**config.mk**
```make
export PLATFORM = sky130hd
export DESIGN_NAME = trace_sample_strobe_gen_flat
export DESIGN_NICKNAME = d
export VERILOG_FILES = /design/src/rtl/trace_sample_strobe_gen_if.sv /design/src/rtl/trace_sample_strobe_gen.sv /design/src/flat_wrapper.sv
export SDC_FILE = /design/constraint.sdc
export NUM_CORES = 1
export LEC_CHECK = 0
export CORE_MARGIN = 2
export CORE_UTILIZATION = 35
export DETAILED_ROUTE_END_ITERATION = 12
export GPL_TIMING_DRIVEN = 0
export MAX_ROUTING_LAYER = met4
export PLACE_DENSITY = 0.6
export SLEW_MARGIN = 20
export SYNTH_ARGS = -nofsm -noshare
export SYNTH_HDL_FRONTEND = slang
export SYNTH_SLANG_ARGS = --single-unit
```
**constraint.sdc**
```tcl
create_clock -name clk -period 5.6 [get_ports clk]
set_input_delay 1.12 -clock clk [delete_from_list [all_inputs] [get_ports clk]]
set_output_delay 1.12 -clock clk [all_outputs]
set_load 0.005 [all_outputs]
```
**src/rtl/trace_sample_strobe_gen_if.sv**
```systemverilog
// Capture-side bus of the trace sample strobe generator: run control in,
// strobe / write word / status out.
interface trace_sample_strobe_gen_if #(
  parameter int unsigned VECTOR_DATA_WIDTH    = 192,
  parameter int unsigned TRACE_BUF_DATA_WIDTH = 256
);
  logic [VECTOR_DATA_WIDTH-1:0]    vector_data;
  logic                            start;
  logic                            stop;
  logic [31:0]                     sample_count;
  logic                            rd_en_100ns;
  logic [TRACE_BUF_DATA_WIDTH-1:0] trace_buf_din;
  logic [31:0]                     samples_written;
  logic                            busy;
  logic                            done;
  logic                            wrapped;

  modport master (
    output vector_data, start, stop, sample_count,
    input  rd_en_100ns, trace_buf_din, samples_written, busy, done, wrapped
  );

  modport slave (
    input  vector_data, start, stop, sample_count,
    output rd_en_100ns, trace_buf_din, samples_written, busy, done, wrapped
  );
endinterface

```
**src/rtl/trace_sample_strobe_gen.sv**
```systemverilog
// Divides clk into a periodic sample strobe and captures {timestamp, vector}
// as the trace-buffer write word, with start/stop/count-limit run control.
module trace_sample_strobe_gen #(
  parameter int unsigned VECTOR_DATA_WIDTH    = 192,
  parameter int unsigned TRACE_BUF_DATA_WIDTH = 256,
  parameter int unsigned TRACE_BUF_ADDR_WIDTH = 15,
  parameter int unsigned SAMPLE_DIV           = 10
) (
  input logic                     clk,
  input logic                     rst,
  trace_sample_strobe_gen_if.slave bus
);
  localparam int unsigned TS_WIDTH = TRACE_BUF_DATA_WIDTH - VECTOR_DATA_WIDTH;
  localparam int unsigned DIV_W    = $clog2(SAMPLE_DIV);
  localparam logic [DIV_W-1:0] DIV_TERM   = DIV_W'(SAMPLE_DIV - 1);
  localparam logic [32:0]      WRAP_COUNT = 33'(1) << TRACE_BUF_ADDR_WIDTH;

  typedef enum logic [1:0] {S_IDLE, S_RUN, S_DONE} state_t;

  state_t                          r_state;
  logic [DIV_W-1:0]                r_div_cnt;
  logic [63:0]                     r_ts;
  logic                            r_rd_en;
  logic [TRACE_BUF_DATA_WIDTH-1:0] r_din;
  logic [31:0]                     r_samples;
  logic                            r_busy;
  logic                            r_done;
  logic                            r_wrapped;
  logic [31:0]                     w_samples_next;
  logic [TS_WIDTH-1:0]             w_ts_field;

  assign w_samples_next = r_samples + 32'd1;
  assign w_ts_field     = TS_WIDTH'(r_ts);

  always_ff @(posedge clk) begin
    if (rst) begin
      r_state   <= S_IDLE;
      r_div_cnt <= '0;
      r_ts      <= '0;
      r_rd_en   <= 1'b0;
      r_din     <= '0;
      r_samples <= '0;
      r_busy    <= 1'b0;
      r_done    <= 1'b0;
      r_wrapped <= 1'b0;
    end else begin
      case (r_state)
        S_IDLE, S_DONE: begin
          r_rd_en <= 1'b0;
          // stop only vetoes a start from IDLE; in DONE it is ignored
          if (bus.start && (r_state == S_DONE || !bus.stop)) begin
            r_state   <= S_RUN;
            r_busy    <= 1'b1;
            r_done    <= 1'b0;
            r_div_cnt <= '0;
            r_ts      <= '0;
            r_samples <= '0;
            r_wrapped <= 1'b0;
          end
        end
        S_RUN: begin
          if (bus.stop) begin
            r_state <= S_DONE;
            r_busy  <= 1'b0;
            r_done  <= 1'b1;
            r_rd_en <= 1'b0;
          end else begin
            r_ts <= r_ts + 64'd1;
            if (r_div_cnt == DIV_TERM) begin
              r_div_cnt <= '0;
              r_rd_en   <= 1'b1;
              r_din     <= {w_ts_field, bus.vector_data};
              r_samples <= w_samples_next;
              if ({1'b0, w_samples_next} == WRAP_COUNT) r_wrapped <= 1'b1;
              if (bus.sample_count != 32'd0 && w_samples_next == bus.sample_count) begin
                r_state <= S_DONE;
                r_busy  <= 1'b0;
                r_done  <= 1'b1;
              end
            end else begin
              r_div_cnt <= r_div_cnt + DIV_W'(1);
              r_rd_en   <= 1'b0;
            end
          end
        end
        default: r_state <= S_IDLE;
      endcase
    end
  end

  assign bus.rd_en_100ns     = r_rd_en;
  assign bus.trace_buf_din   = r_din;
  assign bus.samples_written = r_samples;
  assign bus.busy            = r_busy;
  assign bus.done            = r_done;
  assign bus.wrapped         = r_wrapped;
endmodule

```
**src/flat_wrapper.sv**
```systemverilog
// flat-port wrapper written by rule: the top's interface ports become plain ports
module trace_sample_strobe_gen_flat 
#(
  parameter int unsigned VECTOR_DATA_WIDTH    = 192,
  parameter int unsigned TRACE_BUF_DATA_WIDTH = 256,
  parameter int unsigned TRACE_BUF_ADDR_WIDTH = 15,
  parameter int unsigned SAMPLE_DIV           = 10
)
  (clk, rst, bus_vector_data, bus_start, bus_stop, bus_sample_count, bus_rd_en_100ns, bus_trace_buf_din, bus_samples_written, bus_busy, bus_done, bus_wrapped);
  trace_sample_strobe_gen_if #(.VECTOR_DATA_WIDTH(VECTOR_DATA_WIDTH), .TRACE_BUF_DATA_WIDTH(TRACE_BUF_DATA_WIDTH)) bus_i ();
  input logic clk;
  input logic rst;
  input wire logic [$bits(bus_i.vector_data)-1:0] bus_vector_data;
  input wire logic [$bits(bus_i.start)-1:0] bus_start;
  input wire logic [$bits(bus_i.stop)-1:0] bus_stop;
  input wire logic [$bits(bus_i.sample_count)-1:0] bus_sample_count;
  output wire logic [$bits(bus_i.rd_en_100ns)-1:0] bus_rd_en_100ns;
  output wire logic [$bits(bus_i.trace_buf_din)-1:0] bus_trace_buf_din;
  output wire logic [$bits(bus_i.samples_written)-1:0] bus_samples_written;
  output wire logic [$bits(bus_i.busy)-1:0] bus_busy;
  output wire logic [$bits(bus_i.done)-1:0] bus_done;
  output wire logic [$bits(bus_i.wrapped)-1:0] bus_wrapped;
  assign bus_i.vector_data = bus_vector_data;
  assign bus_i.start = bus_start;
  assign bus_i.stop = bus_stop;
  assign bus_i.sample_count = bus_sample_count;
  assign bus_rd_en_100ns = bus_i.rd_en_100ns;
  assign bus_trace_buf_din = bus_i.trace_buf_din;
  assign bus_samples_written = bus_i.samples_written;
  assign bus_busy = bus_i.busy;
  assign bus_done = bus_i.done;
  assign bus_wrapped = bus_i.wrapped;
  trace_sample_strobe_gen #(.VECTOR_DATA_WIDTH(VECTOR_DATA_WIDTH), .TRACE_BUF_DATA_WIDTH(TRACE_BUF_DATA_WIDTH), .TRACE_BUF_ADDR_WIDTH(TRACE_BUF_ADDR_WIDTH), .SAMPLE_DIV(SAMPLE_DIV)) u_core (.clk(clk), .rst(rst), .bus(bus_i));
endmodule
```
# --- Word level (Yosys, flattened, before mapping) ---
# Index checks and enable logic that the tools add are counted.
classes:
  muxes: 33
  n_eq_ne: 11
  addsub: 3
  bitwise: 1
  n_reduce_logical: 14
op_table:
  columns: ["op", "n"]
  rows:
  - ["two-way mux 64 bit", 2]
  - ["case mux 64 bit (2 select lines)", 1]
  - ["two-way mux 32 bit", 3]
  - ["adder 64 x 1 -> 64 bit (second input constant)", 1]
  - ["case mux 32 bit (2 select lines)", 1]
  - ["adder 32 x 1 -> 32 bit (second input constant)", 1]
  - ["equality test 32 x 16 -> 1 bit (second input constant)", 1]
  - ["equality test 32 bit", 1]
  - ["nonzero test 32 bit", 1]
  - ["two-way mux 1 bit", 13]
  - ["two-way mux 4 bit", 3]
  - ["AND reduction 3 bit", 3]
  - ["two-way mux 2 bit", 4]
  - ["case mux 1 bit (2 select lines)", 4]
  - ["case mux 4 bit (2 select lines)", 1]
  - ["AND reduction 4 bit", 2]
  - ["!= test 2 x 1 -> 1 bit (second input constant)", 3]
  - ["!= test 3 x 2 -> 1 bit (second input constant)", 2]
  - ["AND reduction 5 bit", 1]
  - ["adder 4 x 1 -> 4 bit (second input constant)", 1]
  - ["equality test 4 bit (second input constant)", 1]
  - ["case mux 2 bit (2 select lines)", 1]
  - ["equality test 2 x 1 -> 1 bit (second input constant)", 1]
  - ["equality test 2 bit (second input constant)", 1]
  - ["8 further kinds", 9]
totals:
  out_inout_bits: 292
  ff_bits: 362
  wordCells: 71

# --- Longest topological paths before layout ---
logic_depth:
  word_depth: 7
  mapped_depth: 11

# --- Worst setup path before layout ---
# No wires, ideal clock.
synth_path:
  path_kind: "input to register"
  start: "input bus_stop"
  end: "register u_core.r_ts[59]"
  setup_slack_ns: 2.387
  arrival_ns: 3.143
  path_buffers: 0
  cell_stages: 8
  setup_ns: 0.070
  required_time_ns: 5.530
  cell_sequence: "nor2b_1 -> nor4b_2 -> nor4b_4 -> nand4_2 -> nor3_2 -> nand2_1 -> or2_0 -> a21oi_1"
synth_via:
  elab_chain_len: 5
  word_cells_on_any_way: 6
synth_rtl:
  columns: ["element", "line", "text"]
  rows:
  - ["from (decl)", "flat_wrapper.sv:15", "input wire logic [$bits(bus_i.stop)-1:0] bus_stop;"]
  - ["logical NOT 1 bit", "trace_sample_strobe_gen.sv:51", "if (bus.start && (r_state == S_DONE || !bus.stop)) begin"]
  - ["logical OR 1 bit", "trace_sample_strobe_gen.sv:51", null]
  - ["logical AND 1 bit", "trace_sample_strobe_gen.sv:51", null]
  - ["!= test 2 x 1 -> 1 bit (no line)", null, null]
  - ["AND reduction 3 bit (no line) *", null, null]
  - ["to (signal assigned)", "trace_sample_strobe_gen.sv:68", "r_ts <= r_ts + 64'd1;"]
  - ["to (decl)", "trace_sample_strobe_gen.sv:22", "logic [63:0] r_ts;"]
# Every way passes the cells marked *; elsewhere a longest branch is shown, timed or not.
# A chain may end at the register's enable or synchronous reset.

# --- Worst setup path after layout ---
layout_path:
  start: "input bus_start"
  end: "register u_core.r_ts[59]"
layout_via:
  elab_chain_len: 3
layout_rtl:
  columns: ["element", "line", "text"]
  rows:
  - ["from (decl)", "flat_wrapper.sv:14", "input wire logic [$bits(bus_i.start)-1:0] bus_start;"]
  - ["logical AND 1 bit", "trace_sample_strobe_gen.sv:51", null]
  - ["!= test 2 x 1 -> 1 bit (no line)", null, null]
  - ["AND reduction 3 bit (no line)", null, null]
# Every way passes these cells.

==> impl_metrics.py <==
metrics = {
    "synthesis": {
        "netlist-cell-type-count": 65,
        "ys_seq_area_frac": 0.476,
        "async_reset_ff_frac": 0,
        "synth_edf_count": 0,
        "synth_area_sq_um": 15200,
        "yosysWarnings": 0,
        "synth_ff_type": "dfxtp_1",
        "syn_area_per_cell_sq_um": 7.70,
        "synthCells": 1977,
        "syn-num-nets": 2210,
        "synth_seq_cells": 362,
    },
    "cts": {
        "clock-sinks": 362,
        "insertion_delay_ps": 560,
        "cts_setup_buffers": 0,
        "clock_path_buffers": 3,
        "numCtsBuffers": 42,
        "cts_hold_buf": 0,
        "clk_pin_slew_ps": 60,
        "root_buffer": "clkbuf_16",
        "htreeDepth": 2,
        "cts_tree": "done",
        "cts_resized": 0,
    },
    "drt": {
        "wl_per_cell_um": 19.0,
        "num_vias": 15872,
        "via_per_inst": 5.03,
        "first_pass_iters": 7,
        "drt-initial-drc-count": 920,
        "wl_um": 60000,
        "drc": 0,
        "ant_nets": 0,
    },
    "floorplanning": {
        "die_h_um": 213,
        "ios": 520,
        "rows": 76,
        "dieArea_sq_um": 45200,
        "die_w_um": 213,
        "core_area_sq_um": 43000,
        "start_util": 0.354,
    },
    "finish": {
        "fin_cells": 3156,
        "final_cell_mix": "nand2_1, clkdlybuf4s50_1, dfxtp_1",
        "syn2layout_area_growth_pct": 48.5,
        "stdcell_area_sq_um": 22600,
        "final_core_util": 0.526,
        "final_nets": 2773,
        "drive_gt1_frac": 0.0389,
        "diodes": 0,
        "final_common_cell": "nand2_1",
        "num-fill-cells": 4178,
    },
    "sta": {
        "post-route-period-util": 0.680,
        "period_minus_slack_ps": 3810,
        "finalMaxSlewViolations": 0,
        "skew_ps": 10.7,
        "worst_pin_slew_ps": 1130,
        "hold_viol": 0,
        "setup_violations": 0,
        "hold_ws_ps": 450,
        "fmax_mhz": 263,
        "max-slew-margin-rel": 0.238,
        "tns_ps": 0,
        "rsz0062_at_grt": "false",
    },
    "worst_setup_path": {
        "path_max_fanout": 8,
        "arrival_ps": 4290,
        "crit_chain": "clkdlybuf4s50_1 -> nor2_1 -> nor4b_2 -> nor4b_4 -> nand4_2 -> nor3_2 -> nand2_1 -> or2_0 -> a21oi_1",
        "startpoint_type": "primary input",
        "cp_data_required_time_ps": 6080,
        "cp_slowest_cell": "nor4b_2",
        "cpPeakStageDelay_ps": 650,
        "cp-end-kind": "register",
        "crit_type": "in -> reg",
    },
    "global_route": {
        "grt_pass1_vias": 15353,
        "grt_max_degree": 14,
        "grt_pass1_wl_um": 88800,
        "antenna_found_initial": 0,
        "grt_overflow_total": 0,
        "grt_util_all_layers": 0.263,
    },
    "placed_design": {
        "place_congestion": 0.947,
        "portBuffers": 519,
        "hpwlAfterDp_um": 46300,
        "placed_cells": 3081,
        "place_area_sq_um": 21100,
    },
    "outcome": {
        "outcome": "finished clean",
    },
    "pwr": {
        "pwr_density_cell_nw_per_um2": 256,
        "ir_worst_vdd_uv": 179,
        "leakage_nw": 7.40,
    },
    "hold_path": {
        "hp-class": "reg -> reg",
    },
    "job": {
        "maxCapViolations": 0,
    },
}
[critical path, delay by kind of cell]
kind                   cells  cell delay, ps
and+or+nand+nor            7            2510
buffers and inverters      1             520
AOI/OAI and AO/OA          1             130
[area by class of cell]
class                           instances  area [sq um]  area share
Clock inverter                         15           213     0.00941
Timing Repair Buffer                  519          5190       0.230
Inverter                               17          63.8     0.00282
Buffer                                143           569      0.0252
Multi-Input combinational cell       1455          7340       0.325
Tap cell                              585           732      0.0324
Clock buffer                           60          1240      0.0549
Sequential cell                       362          7250       0.321
[final timing paths]
| path | from | end | slack, ps | cells after the start |
|---|---|---|---|---|
| worst min register to register | u_core.bus.wrapped | u_core.bus.wrapped | 450 | 2 |
| worst min-delay path | u_core.bus.wrapped | u_core.bus.wrapped | 450 | 2 |
| worst max register to register | u_core.bus.samples_written[0] | u_core.bus.busy | 1890 | 11 |
| worst max-delay path | bus_start | u_core.r_ts[59] | 1790 | 9 |
[sequential cells by signal (all words and copies together), names as in the netlist]
name and flops:
u_core.bus.busy 1, u_core.bus.done 1, u_core.bus.rd_en_100ns 1, u_core.r_ts 64, u_core.r_div_cnt 4, u_core.bus.trace_buf_din 256
u_core.bus.samples_written 32, u_core.bus.wrapped 1, u_core.r_state 2
[stage by stage]
step	power [W]	setup WS, ps
floorplan	0.00273	2390
global placement	0.00294	1230
detailed placement	0.00294	1200
CTS	0.00585	1780
global route	0.00597	1490
finish	0.00578	1790
[metal layers]
| layer | global-route usage | vias to the layer above | share of wire |
|---|---|---|---|
| met5 | - | - | 0 |
| met4 | 0.0842 | 0 | 0.027 |
| met3 | 0.0609 | 96 | 0.076 |
| met2 | 0.434 | 549 | 0.48 |
| met1 | 0.318 | 7464 | 0.42 |
| li1 | - | 7763 | - |
[kinds of logic after synthesis]
| family | count (synthesis) | synth area share |
|---|---|---|
| simple gates | 946 | 0.276 |
| compound gates | 400 | 0.142 |
| flops | 362 | 0.476 |
| buf+inv | 160 | 0.0416 |
| xor+xnor | 103 | 0.0593 |
| fa+ha+maj | 5 | 0.00411 |
| mux | 1 | 0.000658 |
[power breakdown]
group	switching (W)	leakage [nW]	internal [W]	total, W
clock network	0.00112	0.713	0.00177	0.00289
logic	0.000135	3.77	0.000172	0.000308
registers	0.00000355	2.91	0.00258	0.00258
[Yosys cell counts (all sizes together), types with 2 or more instances]
master	number	area, sq um
xnor2	55	482
o22ai	3	18.8
nand3	34	183
nand3b	4	30.0
o211ai	2	15.0
o41ai	2	17.5
o311a	2	20.0
nor2	122	474
a21oi	310	1550
nand2	592	2220
xor2	48	420
nor2b	8	50.1
a311oi	3	26.3
a2111oi	2	17.5
buf	16	92.6
nor3	37	195
inv	17	63.8
and3	21	131
ha	5	62.6
clkbuf	127	477
nor4	25	163
or3	19	119
a31oi	3	18.8
nor3b	4	30.0
nand2b	10	62.6
o2111ai	2	17.5
o21ai	43	215
a22oi	7	52.6
a21o	3	22.5
and4	13	114
a211oi	6	55.1
nor4b	5	65.1
dfxtp	362	7250
o31ai	2	20.0
or4	5	41.3
nand4	38	257
or2	6	37.5
Power figures use the tool's default switching activity.
